==> src/rtl/lfsr_pkg.sv <==
// Shared definitions for the multistep Fibonacci LFSR lanes: FSM encoding and
// a single-step helper that works on a 64-bit container of any width up to 64.
package lfsr_pkg;

    typedef enum logic [0:0] {
        LFSR_IDLE = 1'b0,
        LFSR_RUN  = 1'b1
    } lfsr_state_e;

    // One Fibonacci shift: feedback enters at bit w-1, state moves toward bit 0.
    function automatic logic [63:0] lfsr_step(input logic [63:0] state,
                                              input logic [63:0] taps,
                                              input int          w);
        logic fb;
        fb = ^(state & taps);
        return (state >> 1) | ({63'b0, fb} << (w - 1));
    endfunction

endpackage

==> src/rtl/lfsr_step_net.sv <==
// Purely combinational chain of STEPS LFSR shifts, unrolled at elaboration.
module lfsr_step_net
    import lfsr_pkg::*;
#(
    parameter int             W     = 13,
    parameter logic [W-1:0]   TAPS  = 13'h100D,
    parameter int             STEPS = 2
) (
    input  logic [W-1:0] state,
    output logic [W-1:0] state_next
);

    logic [63:0] chain;

    always_comb begin
        chain = 64'(state);
        for (int i = 0; i < STEPS; i++) begin
            chain = lfsr_step(chain, 64'(TAPS), W);
        end
        state_next = chain[W-1:0];
    end

endmodule

==> src/rtl/lfsr_multistep.sv <==
// Fibonacci LFSR lane with seed load, IDLE/RUN FSM, valid/ready output and word counter.
// Optional zero-state recovery is built when LFSR_LOCKUP_RECOVER_EN is defined.
module lfsr_multistep
    import lfsr_pkg::*;
#(
    parameter int           W            = 13,
    parameter logic [W-1:0] TAPS         = 13'h100D,
    parameter int           STEPS        = 2,
    parameter logic [W-1:0] SEED_DEFAULT = 13'h0001,
    parameter int           CNT_W        = 16
) (
    input  logic             i_clk,
    input  logic             i_rst,
    input  logic             i_load,
    input  logic [W-1:0]     i_seed,
    input  logic             i_clear,
    input  logic             i_ready,
    output logic [W-1:0]     o_lfsr,
    output logic             o_valid,
    output logic             o_lockup,
    output logic [CNT_W-1:0] o_word_cnt,
    output lfsr_state_e      o_state
);

    // Handshake: a word is accepted on a rising edge where o_valid & i_ready are
    // both high and neither i_clear nor i_load is asserted; o_lfsr is held otherwise.

    lfsr_state_e      fsm_q;
    logic [W-1:0]     state_q;
    logic [CNT_W-1:0] cnt_q;
    logic [W-1:0]     step_out;
    logic [W-1:0]     load_val;
    logic [W-1:0]     adv_val;
    logic             accept;

    lfsr_step_net #(
        .W     (W),
        .TAPS  (TAPS),
        .STEPS (STEPS)
    ) u_step_net (
        .state      (state_q),
        .state_next (step_out)
    );

    assign accept = (fsm_q == LFSR_RUN) && i_ready && !i_clear && !i_load;

`ifdef LFSR_LOCKUP_RECOVER_EN
    logic load_zero;
    logic step_zero;
    logic lockup_q;

    assign load_zero = (i_seed == '0);
    assign step_zero = (step_out == '0);
    assign load_val  = load_zero ? SEED_DEFAULT : i_seed;
    assign adv_val   = step_zero ? SEED_DEFAULT : step_out;

    always_ff @(posedge i_clk or posedge i_rst) begin
        if (i_rst) begin
            lockup_q <= 1'b0;
        end else begin
            lockup_q <= !i_clear && ((i_load && load_zero) || (accept && step_zero));
        end
    end

    assign o_lockup = lockup_q;
`else
    assign load_val = i_seed;
    assign adv_val  = step_out;
    assign o_lockup = 1'b0;
`endif

    always_ff @(posedge i_clk or posedge i_rst) begin
        if (i_rst) begin
            fsm_q   <= LFSR_IDLE;
            state_q <= SEED_DEFAULT;
            cnt_q   <= '0;
        end else if (i_clear) begin
            fsm_q <= LFSR_IDLE;
            cnt_q <= '0;
        end else if (i_load) begin
            fsm_q   <= LFSR_RUN;
            state_q <= load_val;
            cnt_q   <= '0;
        end else if (accept) begin
            state_q <= adv_val;
            cnt_q   <= cnt_q + CNT_W'(1);
        end
    end

    assign o_lfsr     = state_q;
    assign o_valid    = (fsm_q == LFSR_RUN);
    assign o_word_cnt = cnt_q;
    assign o_state    = fsm_q;

endmodule
==> config.mk <==
export PLATFORM = sky130hd
export DESIGN_NAME = lfsr_multistep
export DESIGN_NICKNAME = d
export VERILOG_FILES = /design/src/rtl/lfsr_pkg.sv /design/src/rtl/lfsr_step_net.sv /design/src/rtl/lfsr_multistep.sv
export SDC_FILE = /design/constraint.sdc
export NUM_CORES = 1
export LEC_CHECK = 0
export ABC_AREA = 1
export CAP_MARGIN = 20
export CORE_MARGIN = 2
export CORE_UTILIZATION = 47
export CTS_CLUSTER_DIAMETER = 40
export DETAILED_ROUTE_END_ITERATION = 10
export PLACE_DENSITY_LB_ADDON = 0.2
export SLEW_MARGIN = 15
export SYNTH_ARGS = -nofsm -noshare
export SYNTH_HDL_FRONTEND = slang
export SYNTH_SLANG_ARGS = --single-unit
==> constraint.sdc <==
create_clock -name i_clk -period 1.6 [get_ports i_clk]
set_input_delay 0.32 -clock i_clk [delete_from_list [all_inputs] [get_ports i_clk]]
set_output_delay 0.32 -clock i_clk [all_outputs]
set_load 0.1 [all_outputs]
==> qor.txt, run 1 <==
Top-Level Pins: 50
Critical path data required time: 1.82 ns
Worst vdd ir: 0.000686 V
Endpoint class of the critical path: flip-flop
Width of the die: 63.8 um
Master of the slowest instance on the critical path: sky130_fd_sc_hd__dfrtp_4
Net Sw Power: 1.08 mW
Max-Cap Viols: 0
Logic pwr share: 42.4%
Non-filler cells, final: 324
Final hold viol count: 0
Sequential fraction of the synthesis area: 44.7%
Final hold slack: 0.357 ns
#FFs+latches synth: 30
Fin. max-slew vios: 0
Worst Hold Class: input pin to asynchronous set/reset pin
Worst setup slack after layout: 0.103 ns
Instance count of the mapped netlist: 221
Multi-input gate area in the final layout: 757 um^2
Total routing usage reported by global routing: 20.8%
Series of cell instances along the critical path: nand2_1, nand2_4, inv_4, nor2_2, nand2_2, nor2_4, inv_1, o21ai_1, nor2_1
Total congestion overflow after global routing: 0
Sort of element at the start of the critical path: flip-flop
Starting Density: 49.6%
Part of the total power dissipated in the clock network: 22.4%
Setup repair after global routing missed its margin: no
Placement Rows: 21
Data arrival time of the worst path: 1.72 ns
Quantity of hold-fixing buffers added after cts: 0
Count of unique library cells instantiated by Yosys: 30
Internal Dissipation: 1.56 mW
Most frequent standard cell in the layout excluding fill and tap cells: sky130_fd_sc_hd__nand2_1
Detailed-route DRC error count: 0
Number of instances in the placed design: 316
IO Port Bufs: 48
Critical Path Max Stage Delay: 0.48 ns
Core footprint: 3390 um^2
Initial DRC Count: 62
Clk root buf: sky130_fd_sc_hd__clkbuf_4
Ratio of cells with drive above 1 in the final layout: 29.9%
R2R Setup Slk: 0.10 ns
Clock Pin Slew Worst Setup and Hold Paths: 0.09 ns
Result of the run: finished clean
Synth Net Count: 240
Crit Path Class: flip-flop to flip-flop
Post-Place Setup Slack: -0.225 ns
Top cell type by total area after synthesis: sky130_fd_sc_hd__dfrtp_1
Placed wire-length estimate after detailed placement: 3.04 mm
Post-DR vias/cell: 4.96
Worst skew pair latency: 0.34 ns
Area growth, synth to finish: 58.1%
Final Cell Area: 2660 um^2
Most frequent cells in the layout: sky130_fd_sc_hd__nand2_1 (58), sky130_fd_sc_hd__buf_12 (31), sky130_fd_sc_hd__inv_1 (29)
Cell area power density: 991 nW/um^2
Global-route wire length before repair: 6.65 mm
Number of global-route vias before repair: 1514
First-pass iteration count of the detailed router: 4
Share of Yosys cell area claimed by the top area cell type: 43.1%
Count of inserted antenna diode cells: 0
Final Cycle Share: 93.6%
Antenna Violating Nets Remaining: 0
Count of clock tree sinks: 30
Top delay family on crit path: simple AND/OR/NAND/NOR gates
Weighted congestion at the end of routability-driven global placement: 0.809
Clock tree skew after final layout: 0.00876 ns
Total standard cell area after synthesis: 1680 um^2
Number of antenna violations at the first check in global routing: 0
NumNets Final: 296
Sequential share of power: 35.2%
Layout filler cell count: 228
Count of warnings emitted by yosys: 0
Highest net fanout along the worst path: 4
Total Wirelength: 3.97 mm
Number of flops mapped to enable cells by yosys: 0
Worst path bufs/invs: 2
Cell Area, Placed: 2580 um^2
Post-layout power: 2.64 mW
H-tree levels: 2
Leading post-synthesis cells by cell area: sky130_fd_sc_hd__dfrtp_1 (43%), sky130_fd_sc_hd__nand2_1 (13%), sky130_fd_sc_hd__inv_1 (6.5%)
Via total after detailed routing: 1607
Reported leakage power: 1.13 nW
Post-layout minimum cycle time: 1.50 ns
Routed len/inst: 12.3 um
Number of endpoints failing setup at the final stage: 0
Primary flip-flop cell chosen by synthesis mapping: sky130_fd_sc_hd__dfrtp_1
Total area of sequential cells: 788 um^2
TritonCTS clock tree: built
Total clock buffers created by CTS: 5
Async SR Flop Fraction: 100%
Count of buffers added by post-CTS timing repair for setup: 0
Floorplan die height: 63.8 um
Achievable Freq: 668 MHz
Synthesized area per cell: 7.61 um^2
Switching share of power: 41.0%
Die footprint: 4070 um^2
Maximum number of pins on one net before global-route repair: 31
Clock buffer depth: 2
==> registers in the layout, indices dropped and copies added (netlist names) <==
| register | count |
|---|---|
| o_lfsr | 13 |
| o_word_cnt | 16 |
| o_state | 1 |
==> routing by layer <==
layer  track usage, %  wire length [um]
met1             27.1              1820
met2             33.2              1910
met3             6.16               196
met4             6.52                48
met5                0                 0
==> worst min-delay path: cells and delay by family <==
family                 cells  cell delay, ns
buffers and inverters      3            0.80
==> cell type report <==
cell class	instances	share of cell area (%)
clock buffers	5	1.41
multi-input cells	152	28.4
inverters	30	4.33
clock inverters	3	1.50
repair buffers	58	32.5
well taps	46	2.16
flip-flops and latches	30	29.6
==> power by group through the flow <==
stage	sequential, mW	clock, mW	combinational [mW]
2_1_floorplan	1.38	0	0.249
6_report	0.928	0.591	1.12
3_5_place_dp	0.944	0	1.12
5_1_grt	0.938	0.648	1.17
4_1_cts	0.929	0.604	1.12
3_3_place_gp	0.943	0	1.11
==> synthesized netlist by cell type (all sizes together) (2+ instances only) <==
master,n
dfrtp,29
nand2b,2
xnor2,2
nand3,14
buf,9
a31oi,6
nand2,60
o211ai,5
nor3,2
a21oi,15
nor2,25
inv,30
o21ai,15
==> per-stage QoR <==
step	TNS [ns]	util, %
finish	0	78.5
global route	0	78.5
CTS	0	78.4
detailed placement	-1.58	76.2
global placement	-0.527	76.2
floorplan	-0.0100	-
==> path summary, 6_finish.rpt <==
check,from,to,depth (start not counted)
hold / removal,i_rst,o_lfsr[1],3
max in group asynchronous,i_rst,o_state,3
min in group i_clk,i_seed[0],o_lfsr[0],3
setup reg to reg,o_state,o_word_cnt[10],9
hold reg to reg,o_lfsr[0],o_lfsr[0],2
setup / recovery,o_state,o_word_cnt[10],9
==> logic make-up (layout without fill, tap and decap cells) <==
group,after synthesis,after routing,share of synthesized area (%)
and+or+nand+nor,106,106,28.8
adders and majority gates,1,1,0.743
buffers and inverters,39,96,10.5
DFF,30,30,44.7
other,1,1,0.223
xor gates and xnor gates,2,2,1.04
AOI/OAI and AO/OA,42,42,14.1
==> repair_timing <==
item | 4_1_cts | 5_1_grt
endpoints found under the setup margin | 0 | 1
gates resized for setup | 0 | 1
hold endpoints to repair | 0 | 0
(Power assumes the default switching activity.)
==> run 2, diff against run 1 <==
--- a/config.mk
+++ b/config.mk
@@ -12,6 +12,7 @@
 export CTS_CLUSTER_DIAMETER = 40
 export DETAILED_ROUTE_END_ITERATION = 10
 export PLACE_DENSITY_LB_ADDON = 0.2
+export SKIP_CTS_REPAIR_TIMING = 1
 export SLEW_MARGIN = 15
 export SYNTH_ARGS = -nofsm -noshare
 export SYNTH_HDL_FRONTEND = slang
==> results of run 2 <==
The final DEF is identical to that of run 1; final timing and power are the same.
